$ cat config.mk
export PLATFORM = sky130hd
export DESIGN_NAME = homomorphic_decrypt
export DESIGN_NICKNAME = d
export VERILOG_FILES = /design/src/rtl/homomorphic_decrypt.sv
export SDC_FILE = /design/constraint.sdc
export NUM_CORES = 1
export LEC_CHECK = 0
export CAP_MARGIN = 20
export CELL_PAD_IN_SITES_DETAIL_PLACEMENT = 1
export CELL_PAD_IN_SITES_GLOBAL_PLACEMENT = 1
export CORE_AREA = 2 2 98 100
export DETAILED_ROUTE_END_ITERATION = 10
export DIE_AREA = 0 0 100 102
export PLACE_DENSITY = 0.79
export SYNTH_ARGS = -nofsm -noshare
export SYNTH_HDL_FRONTEND = slang
export SYNTH_SLANG_ARGS = --single-unit
$ cat constraint.sdc
create_clock -name clk -period 8.1 [get_ports clk]
set_input_delay 2.025 -clock clk [delete_from_list [all_inputs] [get_ports clk]]
set_output_delay 2.025 -clock clk [all_outputs]
set_load 0.05 [all_outputs]
$ cat src/rtl/homomorphic_decrypt.sv
// LWE decryption core.
// The block takes the ciphertext body b at start, then one (a_i, s_i) beat
// per transfer, and accumulates sum(a_i*s_i) mod q. It then rounds (b - acc) mod q
// down to the plaintext m mod p.
// Handshakes: a transfer happens on a rising edge only when valid && ready are
// both high. The producer holds its data stable while valid is high and ready
// is low. in_ready is high only while beats are being collected. out_valid and
// plaintext stay stable until out_ready is seen.
module homomorphic_decrypt #(
    parameter int PLAINTEXT_MODULUS  = 64,
    parameter int PLAINTEXT_WIDTH    = 6,
    parameter int CIPHERTEXT_MODULUS = 1024,
    parameter int CIPHERTEXT_WIDTH   = 21,
    parameter int DIMENSION          = 1
) (
    input  logic                        clk,
    input  logic                        rst_n,
    input  logic                        start,
    input  logic [CIPHERTEXT_WIDTH-1:0] b_in,
    input  logic                        in_valid,
    output logic                        in_ready,
    input  logic [CIPHERTEXT_WIDTH-1:0] a_in,
    input  logic [CIPHERTEXT_WIDTH-1:0] s_in,
    output logic                        out_valid,
    input  logic                        out_ready,
    output logic [PLAINTEXT_WIDTH-1:0]  plaintext,
    output logic                        busy,
    output logic [1:0]                  dbg_state
);

    localparam int CW    = CIPHERTEXT_WIDTH;
    localparam int PW    = PLAINTEXT_WIDTH;
    localparam int SHIFT = $clog2(CIPHERTEXT_MODULUS / PLAINTEXT_MODULUS);
    localparam int CNTW  = (DIMENSION > 1) ? $clog2(DIMENSION) : 1;

    // q is a power of two, so "mod q" is a mask of the low log2(q) bits.
    localparam logic [CW-1:0]   Q_MASK    = CW'(CIPHERTEXT_MODULUS - 1);
    localparam logic [CW:0]     HALF_STEP = (CW+1)'(CIPHERTEXT_MODULUS / (2 * PLAINTEXT_MODULUS));
    localparam logic [CNTW-1:0] LAST_BEAT = CNTW'(DIMENSION - 1);

    typedef enum logic [1:0] {
        IDLE   = 2'd0,
        LOAD   = 2'd1,
        FINISH = 2'd2,
        OUT    = 2'd3
    } state_t;

    state_t          state_q;
    logic [CW-1:0]   b_q;
    logic [CW-1:0]   acc_q;
    logic [CNTW-1:0] cnt_q;
    logic            in_ready_q;
    logic            out_valid_q;
    logic            busy_q;
    logic [PW-1:0]   pt_q;

    logic [2*CW-1:0] prod_w;
    logic [CW-1:0]   acc_d;
    logic [CW-1:0]   x_w;
    logic [CW:0]     rnd_w;
    logic [PW-1:0]   m_d;
    logic            beat_w;

    // Datapath: full-width product, modular accumulate, then centre-rounding to m.
    always_comb begin
        prod_w = {{CW{1'b0}}, a_in & Q_MASK} * {{CW{1'b0}}, s_in & Q_MASK};
        acc_d  = CW'(({{CW{1'b0}}, acc_q} + prod_w) & {{CW{1'b0}}, Q_MASK});
        x_w    = (b_q - acc_q) & Q_MASK;
        rnd_w  = {1'b0, x_w} + HALF_STEP;
        m_d    = PW'(rnd_w >> SHIFT);
        beat_w = in_valid && in_ready_q;
    end

    // Control FSM with registered handshake/status outputs; reset wins over everything.
    always_ff @(posedge clk) begin
        if (rst_n) begin
            state_q     <= IDLE;
            b_q         <= '0;
            acc_q       <= '0;
            cnt_q       <= '0;
            in_ready_q  <= 1'b0;
            out_valid_q <= 1'b0;
            busy_q      <= 1'b0;
            pt_q        <= '0;
        end else begin
            case (state_q)
                IDLE: begin
                    if (start) begin
                        b_q        <= b_in & Q_MASK;
                        acc_q      <= '0;
                        cnt_q      <= '0;
                        in_ready_q <= 1'b1;
                        busy_q     <= 1'b1;
                        state_q    <= LOAD;
                    end
                end
                LOAD: begin
                    if (beat_w) begin
                        acc_q <= acc_d;
                        if (cnt_q == LAST_BEAT) begin
                            cnt_q      <= '0;
                            in_ready_q <= 1'b0;
                            state_q    <= FINISH;
                        end else begin
                            cnt_q <= cnt_q + CNTW'(1);
                        end
                    end
                end
                FINISH: begin
                    pt_q        <= m_d;
                    out_valid_q <= 1'b1;
                    state_q     <= OUT;
                end
                OUT: begin
                    if (out_ready) begin
                        out_valid_q <= 1'b0;
                        busy_q      <= 1'b0;
                        state_q     <= IDLE;
                    end
                end
                default: begin
                    in_ready_q  <= 1'b0;
                    out_valid_q <= 1'b0;
                    busy_q      <= 1'b0;
                    state_q     <= IDLE;
                end
            endcase
        end
    end

    assign in_ready  = in_ready_q;
    assign out_valid = out_valid_q;
    assign busy      = busy_q;
    assign plaintext = pt_q;
    assign dbg_state = state_q;

endmodule

# == After elaboration in Yosys (flattened, before gate mapping) ==
# Cells that the tools add are included.
# totals
elab_cells,50
inputBits,68
regBits,32
# op_classes
multipliers,1
eq_ne,7
muxes,19
n_reduce_logical,11
add_sub_neg,4
# op_table
operator,count
$mux 10,2
$pmux 10 s2,1
$add 10x10->10,1
$add 10x4->10 const B,1
$mul 10x10->10,1
$sub 10x10->10,1
$mux 2,4
$ne 2x2->1 const B,4
$pmux 1 s2,4
$pmux 2 s4,1
$reduce_and 4->1,2
$mux 1,7
$reduce_and 3->1,2
$reduce_bool 2->1,3
$eq 2x2->1 const B,2
$reduce_and 2->1,2
$eq 2x1->1 const B,1
$logic_not 2->1,1
$add 1x1->1 const B,1
$logic_and 1x1->1,1

# == Logic depth before layout (Yosys ltp) ==
# depth
depth_word,4
depth_mapped,20

# == Worst setup path after synthesis ==
# Ideal clock, no wire load.
# synth_timing
path_type,input -> register
start,in s_in[1]
end,reg acc_q[9]
slack_ps,1567
arrival_ps,6404
setup_ps,129
n_path_buf,1
required_time_ps,7971
cell_stages,16
cell_sequence,clkbuf_1 nand2_1 fa_1 fa_1 inv_1 fa_1 fa_1 inv_1 fa_1 xor2_1 xnor3_1 xnor3_1 xnor3_1 or4_1 nand4_1 a21oi_1
# synth_via
elab_chain_cells,4
# synth_lines
item,line,rtl
start: declaration,23,"input logic [CIPHERTEXT_WIDTH-1:0] s_in,"
$mul 10x10->10,66,"prod_w = {{CW{1'b0}}, a_in & Q_MASK} * {{CW{1'b0}}, s_in & Q_MASK};"
$add 10x10->10,67,"acc_d = CW'(({{CW{1'b0}}, acc_q} + prod_w) & {{CW{1'b0}}, Q_MASK});"
$mux 10,98,if (beat_w) begin
$pmux 10 s2,86,case (state_q)
end signal: assignment,79,acc_q <= '0;
end signal: assignment,90,acc_q <= '0;
end signal: assignment,99,acc_q <= acc_d;
end: declaration,50,logic [CW-1:0] acc_q;
# No other way between the ends. The select of a mux whose other input is x is not followed.
# A chain may end at the register's enable or synchronous reset.

# == Worst setup path after layout ==
# layout_timing
start,in s_in[2]
end,reg acc_q[9]
# Same word-level chain as after synthesis.

==> results.cfg <==
[run_status]
status = complete, no violations

[clocking]
postCtsSetupRepairBufs = 0
postCtsHoldBufs = 0
cts_buffers = 5
cts_tree = built
cts.path.max_buffers = 2
cts_root_buffer = clkbuf_8
cts_resized = 0
htreeDepth = 2
cts.sinks = 31
clkTransAtPathRegs_ns = 0.06
clk_latency_ns = 0.27

[sta]
timing.setup.tns_ns = 0
slew_headroom = 0.487
worstMarginPinSlew_ns = 0.765
hold_slack_ns = 0.453
finalHoldViolCount = 0
fin_crit_ns = 7.08
slew_viol_final = 0
skew_ns = 0.00266
timing.fmax_ghz = 0.141
rsz0062_at_grt = false
fin_crit_sh = 0.875
setup_viol = 0

[floorplan]
fp.dieH_um = 102
io_pins = 79
num_rows = 35
start_util = 0.371
die-width_um = 100
die_area_um2 = 10200
core_um2 = 9110

[drt]
drt_iter0_markers = 47
ant_nets = 0
num_vias = 2664
wl_um = 7970
drcViolationCount = 0
detail_route.wl_per_cell_um = 14.4
via_per_inst = 4.83
drt_pre_antenna_iters = 4

[worst_setup_path]
crit_slowest_cell = clkdlybuf4s50_1
reg2reg_from = acc_q[8]
critical_path.top_delay_family = adder cells
worstPathCellList = clkdlybuf4s50_1 -> nand2_1 -> fa_1 -> fa_1 -> inv_1 -> fa_1 -> fa_1 -> inv_1 -> fa_1 -> xor2_1 -> xnor3_1 -> xnor3_1 -> xnor3_1 -> or4_1 -> nand4_1 -> a21oi_1
crit_path_frequent_cell = fa_1
path_buf_inv = 3
critPathLaunch = s_in[2]
crit_type = primary input to flop
crit_path_max_incr_delay_ns = 0.66
required_ns = 8.25
worstPathArrival_ns = 7.23
critPathLaunchType = primary input
setup.worst_path.end_class = flop
cp_max_fo = 8

[synth]
synth-seq-cells = 31
synth_top_area_frac = 0.184
synth_cells = 397
ys_warn_count = 0
ys_seq_area_frac = 0.184
syn_area_um2 = 3380
avgSynthCellArea_um2 = 8.51
synth_area_leaders = dfxtp_1 (18%), fa_1 (18%), ha_1 (18%)
syn_nets = 543
synth_top_cell_by_area = dfxtp_1
ys_types = 42

[layout]
layout_common_cells = nand2_1 (74), inv_1 (66), ha_1 (48)
diodes = 0
nets = 588
final_common_cell = nand2_1
drive_gt1_frac = 0.0295
final_area_um2 = 4010
syn_to_final_growth_pct = 18.5
fillers = 1103
regArea_um2 = 621
finish.utilization = 0.440
multi_input_area_um2 = 2440

[pwr]
power_frac_comb = 0.727
pwr-share-clk = 0.090
intPower_uw = 637
powerDensity_nw_per_um2 = 306
switchingPower_uw = 590
power.leakage_uw = 0.00183
power_frac_seq = 0.184
ir_worst_vdd_v = 0.000155
total_power_uw = 1230
switching_share = 0.481

[global_route]
grt_antenna_before_repair = 0
grt_max_degree = 35
grt_pass1_wl_um = 13400
grt_util_met2 = 0.294
grt_pass1_vias = 2855
top_usage_layer = met2
track_usage = 0.164
gr-usage-met1 = 0.215
grt.overflow.total = 0
met3_usage = 0.0253

[hold_path]
min_from = b_q[0]
hp-class = flop to flop

[placement]
postPlaceCellArea_um2 = 3930
port_buffers = 45
place_hpwl_um = 6680
routabilityCongestion = 0.792

[run]
maxCapViolations = 0
==> worst paths after layout <==
path	end	slack, ns	depth (start not counted)
worst min-delay path	b_q[0]	0.45	2
worst max register to register	acc_q[9]	4.11	13
worst min register to register	b_q[0]	0.45	2
worst max-delay path	acc_q[9]	1.02	16
==> cells in the mapped netlist, drive strengths merged <==
master       number
a211oi            3
and2             18
xor2              5
and3              1
nor3              1
dfxtp            31
a2111oi           1
a21boi            1
nand3             8
nor4b             2
a311oi            1
nand2b            4
a21oi            29
dlygate4sd3       1
ha               48
a211o             2
o21ai             1
nand2            75
o22ai             2
or4               1
inv              66
buf               2
fa               30
mux2i             3
o211ai            1
xnor3             3
nand4             1
nor3b             3
nor4bb            1
a21o              3
o31ai             1
a31o              1
o21bai            4
clkbuf            8
o21a              1
xnor2            18
nor2             14
nor2b             2
==> metrics by stage <==
| stage | instances | setup slack, ns |
|---|---|---|
| after floorplan | 397 | 1.57 |
| after global placement | 546 | 0.766 |
| after detailed placement | 546 | 0.658 |
| after CTS | 552 | 0.944 |
| after global routing | 552 | 0.753 |
| final | 552 | 1.02 |
==> state kept, by name, summed over array words and instances (netlist names) <==
| name | flops |
|---|---|
| acc_q | 10 |
| b_q | 10 |
| plaintext | 6 |
| dbg_state | 2 |
| busy | 1 |
| in_ready | 1 |
| out_valid | 1 |
==> cell families (layout without fill, tap and decap cells) <==
logic type               count (synthesis)  after routing  share of synthesized area
AND/OR/NAND/NOR                        131            131                      0.178
AO/OA/AOI/OAI                           51             51                     0.0959
multiplexers                             3              3                    0.00889
buffers and inverters                   77            121                     0.0929
flip-flops                              31             31                      0.184
adder cells (fa/ha/maj)                 78             78                      0.355
XOR/XNOR                                26             26                     0.0852
==> worst min-delay path: stages (launching register included) <==
cell	delay, ns
dfxtp_1	0.31
nand2_1	0.05
a21oi_1	0.05
==> layer usage <==
metal | vias up | wire, um
met5 | - | 0
met4 | 0 | 28
met3 | 2 | 215
met2 | 31 | 4140
met1 | 1282 | 3580
li1 | 1349 | -
==> layout make-up <==
cell class | count | area share
well taps | 111 | 0.0347
repair buffers | 49 | 0.120
multi-input cells | 289 | 0.610
clock buffers | 6 | 0.0181
inverters | 66 | 0.0619
flip-flops and latches | 31 | 0.155
==> power groups by stage <==
stage / logic (uW) / registers [uW] / clock network, uW
final: 892 / 225 / 110
after global routing: 1010 / 231 / 119
after CTS: 911 / 226 / 114
after detailed placement: 904 / 230 / 0
after global placement: 860 / 227 / 0
after floorplan: 628 / 287 / 0
(Power assumes the default switching activity.)
